### src/rtl/boot_load_sequencer.sv
// Boot loader: streams words from the SPI flash read engine into imem, holding the core in reset.
// Optional `BOOT_CHECKSUM_EN: reads one extra word after the end marker and checks it against the sum.
module boot_load_sequencer #(
  parameter int          AW        = 10,
  parameter int          MAX_WORDS = 1024,
  parameter logic [23:0] BASE_ADDR = 24'h000000,
  parameter int          TIMEOUT   = 255,
  parameter int          AUTO_BOOT = 1
) (
  input  logic          clk,
  input  logic          reset,
  input  logic          boot_start,
  output logic          spi_cmd_valid,
  input  logic          spi_cmd_ready,
  output logic [23:0]   spi_cmd_addr,
  input  logic          spi_rsp_valid,
  input  logic [31:0]   spi_rsp_data,
  output logic          imem_we,
  output logic [AW-1:0] imem_addr,
  output logic [31:0]   imem_wdata,
  output logic          cpu_rst_n,
  output logic          prg_mode,
  output logic          boot_err,
  output logic [AW:0]   words_loaded
);

  localparam int TW = (TIMEOUT < 2) ? 1 : $clog2(TIMEOUT + 1);
  localparam logic [31:0] END_MARKER = 32'hFFFF_FFFF;

  typedef enum logic [2:0] {
    S_IDLE, S_CMD, S_WAIT, S_WRITE, S_DONE, S_ERROR
  } state_t;

  state_t        state, state_nxt;
  logic [AW:0]   word_idx, word_idx_nxt;
  logic [AW:0]   word_idx_inc;
  logic [TW-1:0] timer, timer_nxt;
  logic [31:0]   data_q, data_nxt;
  logic [AW:0]   words_q, words_nxt;
  logic          first_q;
  logic [AW:0]   rd_idx;
  logic [23:0]   rd_ofs;

`ifdef BOOT_CHECKSUM_EN
  logic          csum_q, csum_nxt;
  logic [31:0]   sum_q, sum_nxt;
  // The checksum word sits one slot past the end marker.
  assign rd_idx = word_idx + (AW+1)'(csum_q);
`else
  assign rd_idx = word_idx;
`endif

  assign word_idx_inc = word_idx + 1'b1;
  assign rd_ofs       = 24'({rd_idx, 2'b00});
  assign spi_cmd_addr = BASE_ADDR + rd_ofs;

  always_ff @(posedge clk or negedge reset) begin
    if (!reset) begin
      state    <= S_IDLE;
      word_idx <= '0;
      timer    <= '0;
      data_q   <= '0;
      words_q  <= '0;
      first_q  <= 1'b1;
`ifdef BOOT_CHECKSUM_EN
      csum_q   <= 1'b0;
      sum_q    <= '0;
`endif
    end else begin
      state    <= state_nxt;
      word_idx <= word_idx_nxt;
      timer    <= timer_nxt;
      data_q   <= data_nxt;
      words_q  <= words_nxt;
      first_q  <= 1'b0;
`ifdef BOOT_CHECKSUM_EN
      csum_q   <= csum_nxt;
      sum_q    <= sum_nxt;
`endif
    end
  end

  always_comb begin
    state_nxt    = state;
    word_idx_nxt = word_idx;
    timer_nxt    = timer;
    data_nxt     = data_q;
    words_nxt    = words_q;
`ifdef BOOT_CHECKSUM_EN
    csum_nxt     = csum_q;
    sum_nxt      = sum_q;
`endif
    case (state)
      S_IDLE, S_DONE, S_ERROR: begin
        if (boot_start || (state == S_IDLE && AUTO_BOOT != 0 && first_q)) begin
          state_nxt    = S_CMD;
          word_idx_nxt = '0;
`ifdef BOOT_CHECKSUM_EN
          csum_nxt     = 1'b0;
          sum_nxt      = '0;
`endif
        end
      end
      S_CMD: begin
        if (spi_cmd_ready) begin
          state_nxt = S_WAIT;
          timer_nxt = '0;
        end
      end
      S_WAIT: begin
        if (spi_rsp_valid) begin
`ifdef BOOT_CHECKSUM_EN
          if (csum_q) begin
            state_nxt = (spi_rsp_data == sum_q) ? S_DONE : S_ERROR;
            words_nxt = (spi_rsp_data == sum_q) ? word_idx : words_q;
          end else if (spi_rsp_data == END_MARKER) begin
            csum_nxt  = 1'b1;
            state_nxt = S_CMD;
          end else begin
            state_nxt = S_WRITE;
            data_nxt  = spi_rsp_data;
          end
`else
          if (spi_rsp_data == END_MARKER) begin
            state_nxt = S_DONE;
            words_nxt = word_idx;
          end else begin
            state_nxt = S_WRITE;
            data_nxt  = spi_rsp_data;
          end
`endif
        end else if (timer == TW'(TIMEOUT - 1)) begin
          // Error becomes visible TIMEOUT cycles after the command was accepted.
          state_nxt = S_ERROR;
        end else begin
          timer_nxt = timer + 1'b1;
        end
      end
      S_WRITE: begin
        word_idx_nxt = word_idx_inc;
        state_nxt    = (word_idx_inc == (AW+1)'(MAX_WORDS)) ? S_ERROR : S_CMD;
`ifdef BOOT_CHECKSUM_EN
        sum_nxt      = sum_q + data_q;
`endif
      end
      default: state_nxt = S_IDLE;
    endcase
  end

  assign spi_cmd_valid = (state == S_CMD);
  assign imem_we       = (state == S_WRITE);
  assign imem_addr     = word_idx[AW-1:0];
  assign imem_wdata    = data_q;
  assign cpu_rst_n     = (state == S_DONE);
  assign prg_mode      = (state == S_DONE);
  assign boot_err      = (state == S_ERROR);
  assign words_loaded  = words_q;

endmodule

### config.mk
export PLATFORM = sky130hd
export DESIGN_NAME = boot_load_sequencer
export DESIGN_NICKNAME = d
export VERILOG_FILES = /design/src/rtl/boot_load_sequencer.sv
export SDC_FILE = /design/constraint.sdc
export NUM_CORES = 1
export LEC_CHECK = 0
export CAP_MARGIN = 20
export CORE_ASPECT_RATIO = 0.9
export CORE_MARGIN = 3
export CORE_UTILIZATION = 49
export CTS_CLUSTER_SIZE = 16
export DETAILED_ROUTE_END_ITERATION = 8
export HOLD_SLACK_MARGIN = 0.02
export PLACE_DENSITY = 0.86
export SKIP_LAST_GASP = 1
export SYNTH_ARGS = -nofsm -noshare
export SYNTH_HDL_FRONTEND = slang
export SYNTH_SLANG_ARGS = --single-unit
### constraint.sdc
create_clock -name clk -period 5.1 [get_ports clk]
set_input_delay 1.02 -clock clk [delete_from_list [all_inputs] [get_ports clk]]
set_output_delay 1.02 -clock clk [all_outputs]
set_load 0.05 [all_outputs]
==> results_dict.tcl <==
set metrics [dict create \
    ctsHtreeMaxLevel 3 \
    synth_area_leader_cell "dfrtp_1" \
    drt_first_pass_iters 4 \
    setup_tns_ns 0 \
    nets 419 \
    cts_made_buffers 9 \
    timing.critical_path.buf_inv 3 \
    min_path_type "input pin to async pin" \
    period_share_pct 69.04 \
    switching_power_mw 1.175 \
    fin_util_pct 68.52 \
    worst_skew_pair.late_latency_ns 0.35 \
    p_leak_nw 1.969 \
    cp_data_required_time_ns 4.08 \
    finalSetupViolations 0 \
    slew_viol_final 0 \
    p_int_mw 1.449 \
    routabilityCongestion 0.7998 \
    netlist_instances 280 \
    yosysWarnings 0 \
    initial_core_util_pct 50.89 \
    grt_start_max_net_pins 65 \
    p_sw_share_pct 44.77 \
    cp-end-kind "primary output" \
    cpPeakStageDelay_ns 0.81 \
    post-route-min-period_ns 3.521 \
    crit_path_top_delay_cell "clkdlybuf4s50_1" \
    crit_type "flop to primary output" \
    p_comb_share_pct 51.8 \
    first_iter_violations 133 \
    dp_hpwl_um 5595 \
    antenna_found_initial 0 \
    cp_cell_sequence "inv_1 -> nand3_1 -> clkinv_1 -> clkdlybuf4s50_1" \
    route.detailed.wl_per_inst_um 16.66 \
    dp_cells 457 \
    netlist_area_um2 3369 \
    clock-root-buffer "clkbuf_8" \
    netlist.area_leader.share_pct 48.27 \
    cts_sinks 66 \
    arrival_ns 2.50 \
    cp_max_fo 12 \
    die-area_um2 7909 \
    drive_gt1_share_pct 18.80 \
    cp_top_family "buffers and inverters" \
    diodes 0 \
    syn_area_per_cell_um2 12.03 \
    grt_pass1_wl_um 13020 \
    cts_hold_buf 0 \
    reg2reg_from "state[0]$_DFFE_PN0P_" \
    core_um2 6621 \
    dpl_cell_area_um2 4334 \
    async_flop_share_pct 100.0 \
    sequentialPowerShare_pct 31.0 \
    startpoint_type "flop" \
    power_frac_clock_pct 17.1 \
    fp.dieH_um 84.67 \
    routed-via-count 2477 \
    vias_per_cell 5.237 \
    drv_cap 0 \
    grt_usage_pct 21.25 \
    p_per_area_nw_per_um2 578.4 \
    dp_worst_setup_slack_ns 1.776 \
    fin_cells 473 \
    synth_cell_types 44 \
    areaGrowthSynthToFinish_pct 34.65 \
    ir_worst_vdd_mv 0.2269 \
    drtAntennaViolNets 0 \
    synth_area_leaders "dfrtp_1 (48%), mux2_4 (15%), buf_4 (5.6%), o21ai_0 (3.4%), mux2_2 (3.0%)" \
    grt_pass1_vias 2494 \
    finish.instance_area_um2 4537 \
    seq_area_frac_synth_pct 49.05 \
    io_buffer_count 105 \
    cts.path.max_buffers 2 \
    skew_ns 0.009458 \
    rsz0062_at_grt "false" \
    pin_count 119 \
    grt_overflow 0 \
    die_x_um 93.41 \
    fmax_mhz 284.0 \
    clk_pin_slew_worst_paths_ns 0.08 \
    post_cts_buffers 0 \
    tightest_slew_ns 0.8737 \
    cts_tree "built" \
    layout_setup_ws_ns 1.579 \
    synth_edf_count 0 \
    status "completed" \
    drc_errors 0 \
    hold_viol_final 0 \
    yosys_register_bits 66 \
    maxSlewHeadroom_pct 41.48 \
    rows 28 \
    cts_resized 0 \
    startpoint "state[2]$_DFFE_PN0P_" \
    synthFlopType "dfrtp_1" \
    routed_wl_um 7879 \
]
## registers in the layout, indices dropped and copies added, names as in the netlist
name and flops:
imem_wdata 32, first_q 1, timer 8, words_loaded 11, state 3, rd_idx 11
## metrics by stage
| step | power [mW] | hold WS (ns) |
|---|---|---|
| after floorplan | 1.782 | 0.4984 |
| after global placement | 2.149 | 0.4895 |
| after detailed placement | 2.185 | 0.4943 |
| after CTS | 2.643 | 0.4340 |
| after global routing | 2.754 | 0.4325 |
| final | 2.624 | 0.4507 |
## power by group through the flow
| stage | clock network (mW) | logic [mW] | registers, mW |
|---|---|---|---|
| after floorplan | 0 | 0.514 | 1.27 |
| after global placement | 0 | 1.34 | 0.812 |
| after detailed placement | 0 | 1.36 | 0.822 |
| after CTS | 0.460 | 1.37 | 0.814 |
| after global routing | 0.485 | 1.43 | 0.839 |
| final | 0.450 | 1.36 | 0.814 |
## final timing paths
check                      cells past startpoint  slack (ns)                          to
max                                            4        1.58                     imem_we
max in group asynchronous                      2        3.67        timer[6]$_DFFE_PN0P_
min                                            1        0.45  imem_wdata[19]$_DFFE_PN0P_
min reg2reg                                    1        0.51   imem_wdata[9]$_DFFE_PN0P_
min in group clk                               1        0.51   imem_wdata[9]$_DFFE_PN0P_
max reg2reg                                    5        2.71   imem_wdata[9]$_DFFE_PN0P_
## cell usage in the layout (no fill, tap or decap), types with 2 or more instances in the layout
| master | instances |
|---|---|
| clkdlybuf4s50_1 | 104 |
| or3_1 | 2 |
| buf_4 | 2 |
| mux2_4 | 34 |
| xnor2_1 | 4 |
| a21oi_1 | 3 |
| o21ai_0 | 23 |
| clkinv_2 | 2 |
| dfrtp_1 | 65 |
| conb_1 | 14 |
| nand2_1 | 19 |
| nor4_4 | 2 |
| inv_1 | 3 |
| ha_1 | 4 |
| clkbuf_8 | 10 |
| a22o_1 | 2 |
| and2_1 | 3 |
| a31oi_1 | 3 |
| nor3_1 | 6 |
| o31ai_1 | 2 |
| mux2_2 | 9 |
| nand4_1 | 14 |
| and3_1 | 4 |
| nor2_1 | 16 |
| nand3_1 | 9 |
## area by class of cell
cell class | instances | area (µm²)
timing repair buffer | 107 | 1061
inverter | 4 | 15.01
clock inverter | 6 | 65.06
multi-input combinational | 190 | 1493
clock buffer | 10 | 137.6
tap | 90 | 112.6
sequential | 66 | 1653
fill | 479 | 2085
## metal layers
metal / global-route usage, % / share of wire, % / vias to the layer above
met4: 5.859 / 0.90 / 0
met5: 0 / 0 / -
met2: 33.57 / 48 / 99
met3: 6.093 / 6.5 / 9
li1: - / - / 1162
met1: 28.71 / 44 / 1207
## synth_stat cells, types with 2 or more instances
library cell	instances
dfrtp_1	65
mux2_4	34
buf_4	25
o21ai_0	23
nand2_1	19
nor2_1	16
nand4_1	14
mux2_2	9
nand3_1	9
nor3_1	6
buf_6	5
and3_1	4
ha_1	4
xnor2_1	4
a21oi_1	3
a31oi_1	3
and2_1	3
inv_1	3
a22o_1	2
buf_2	2
nor4_4	2
o31ai_1	2
or3_1	2
## kinds of logic (layout without fill, tap and decap cells)
| logic type | count (synthesis) | count (layout) | share of synthesized area (%) |
|---|---|---|---|
| AO/OA/AOI/OAI | 40 | 40 | 7.464 |
| AND/OR/NAND/NOR | 83 | 83 | 14.04 |
| flip-flops | 66 | 66 | 49.05 |
| other | 1 | 14 | 0.1113 |
| buffers and inverters | 37 | 127 | 8.095 |
| multiplexers | 44 | 44 | 18.46 |
| XOR/XNOR | 5 | 5 | 1.300 |
| adder cells (fa/ha/maj) | 4 | 4 | 1.485 |
Power figures use the tool's default switching activity.
==> RTL edit: new RTL, config.mk and constraints unchanged <==
Encoding of `state_t`: now one-hot (6 bits for 6 states).
--- a/src/rtl/boot_load_sequencer.sv
+++ b/src/rtl/boot_load_sequencer.sv
@@ -27,8 +27,8 @@
   localparam int TW = (TIMEOUT < 2) ? 1 : $clog2(TIMEOUT + 1);
   localparam logic [31:0] END_MARKER = 32'hFFFF_FFFF;
 
-  typedef enum logic [2:0] {
-    S_IDLE, S_CMD, S_WAIT, S_WRITE, S_DONE, S_ERROR
+  typedef enum logic [5:0] {
+    S_IDLE = 6'b000001, S_CMD = 6'b000010, S_WAIT = 6'b000100, S_WRITE = 6'b001000, S_DONE = 6'b010000, S_ERROR = 6'b100000
   } state_t;
 
   state_t        state, state_nxt;
Formal check against the unedited RTL: same outputs for any inputs over 10 cycles, from zero or initial values and one cycle with reset low; not proved beyond that.
==> RTL edit against the original RTL <==
Routed wire length grew 6.3%. Power down 11%. Clock skew shrank 4.7 ps. Design area up 2.7%. Fmax rose by 1.1%. Area after synthesis increased by 4.4%. Synthesized cell count up 13%. Sequential cell count rose by 3. Count of clock-buffer cells in the layout grew 1. Worst setup slack improved by 37 ps. Critical endpoint unchanged.
==> RTL edit: results (changes against the original RTL) <==
Detail Route met3 WL: 750 µm (+45%)
Worst path max stage delay: 840 ps (+30 ps)
Worst R2R End: imem_wdata[7]
Clock Skews: 4.80 ps (-4.65 ps)
first-pass GRT wire length: 13.7 mm (+5.4%)
post-synthesis sequential area ratio: 0.491 (+0.000934)
DR WL met2: 4.13 mm (+8.7%)
routed len/inst: 16.6 µm (-0.20%)
HP Class: reg2reg
total track usage: 0.218 (+0.00546)
Synth top cells by count: dfrtp_1 (67), mux2_1 (37), buf_4 (25)
1st-iter DRT viols: 106 (-20%)
placed cell area: 4480 µm² (+3.3%)
post-DP HPWL: 6.19 mm (+11%)
Worst R2R Start: state[5]
met3 Use GR: 0.0903 (+0.0293)
Avg Inst Size Synth: 11.1 µm² (-7.8%)
status: finished clean
vias: 2745 (+11%)
Layout Nets: 451 (+7.6%)
FMAX: 287 MHz (+1.1%)
Final Cell Area: 4660 µm² (+2.7%)
IR drop worst, VDD: 358 µV (+58%)
crit path DAT: 2460 ps (-40 ps)
Worst Setup SP: state[1]
worst reg-to-reg setup slack: 2270 ps (-440 ps)
share of layout cells above drive strength 1: 0.0749 (-0.113)
fill count: 498 (+4.0%)
Lkg Pwr: 2.04 nW (+3.7%)
Post-Place Cells: 489 (+7.0%)
synth unique cells: 56 (+27%)
M2 GR Usage: 0.353 (+0.0178)
Area contributors post-synth: dfrtp_1 (48%), mux2_1 (12%), buf_4 (5.3%)
-- RTL edit: worst register-to-register path, delay by kind of cell (launching register included) --
family	cells	cell delay, ps
AND/OR/NAND/NOR	3	950
AO/OA/AOI/OAI	1	810
flip-flops	1	540
multiplexers	1	420
-- RTL edit: kinds of logic after synthesis --
logic type,share of synthesized area
AO/OA/AOI/OAI,0.110
XOR/XNOR,0.0149
adder cells (fa/ha/maj),0.0142
buffers and inverters,0.0832
flip-flops,0.491
multiplexers,0.140
other,0.00107
AND/OR/NAND/NOR,0.145
-- RTL edit: cell type report --
class | instances | share of cell area
Multi-Input combinational cell | 215 | 0.332
Inverter | 8 | 0.00644
Clock inverter | 4 | 0.0107
Timing Repair Buffer | 107 | 0.228
Sequential cell | 69 | 0.371
Clock buffer | 11 | 0.0282
Tap cell | 90 | 0.0242
-- RTL edit: power by group --
part	switching, mW	leakage [nW]	total, mW	internal [mW]
Sequential	0.127	0.918	0.828	0.701
Clock	0.201	0.0854	0.423	0.223
Combinational	0.701	1.04	1.09	0.394
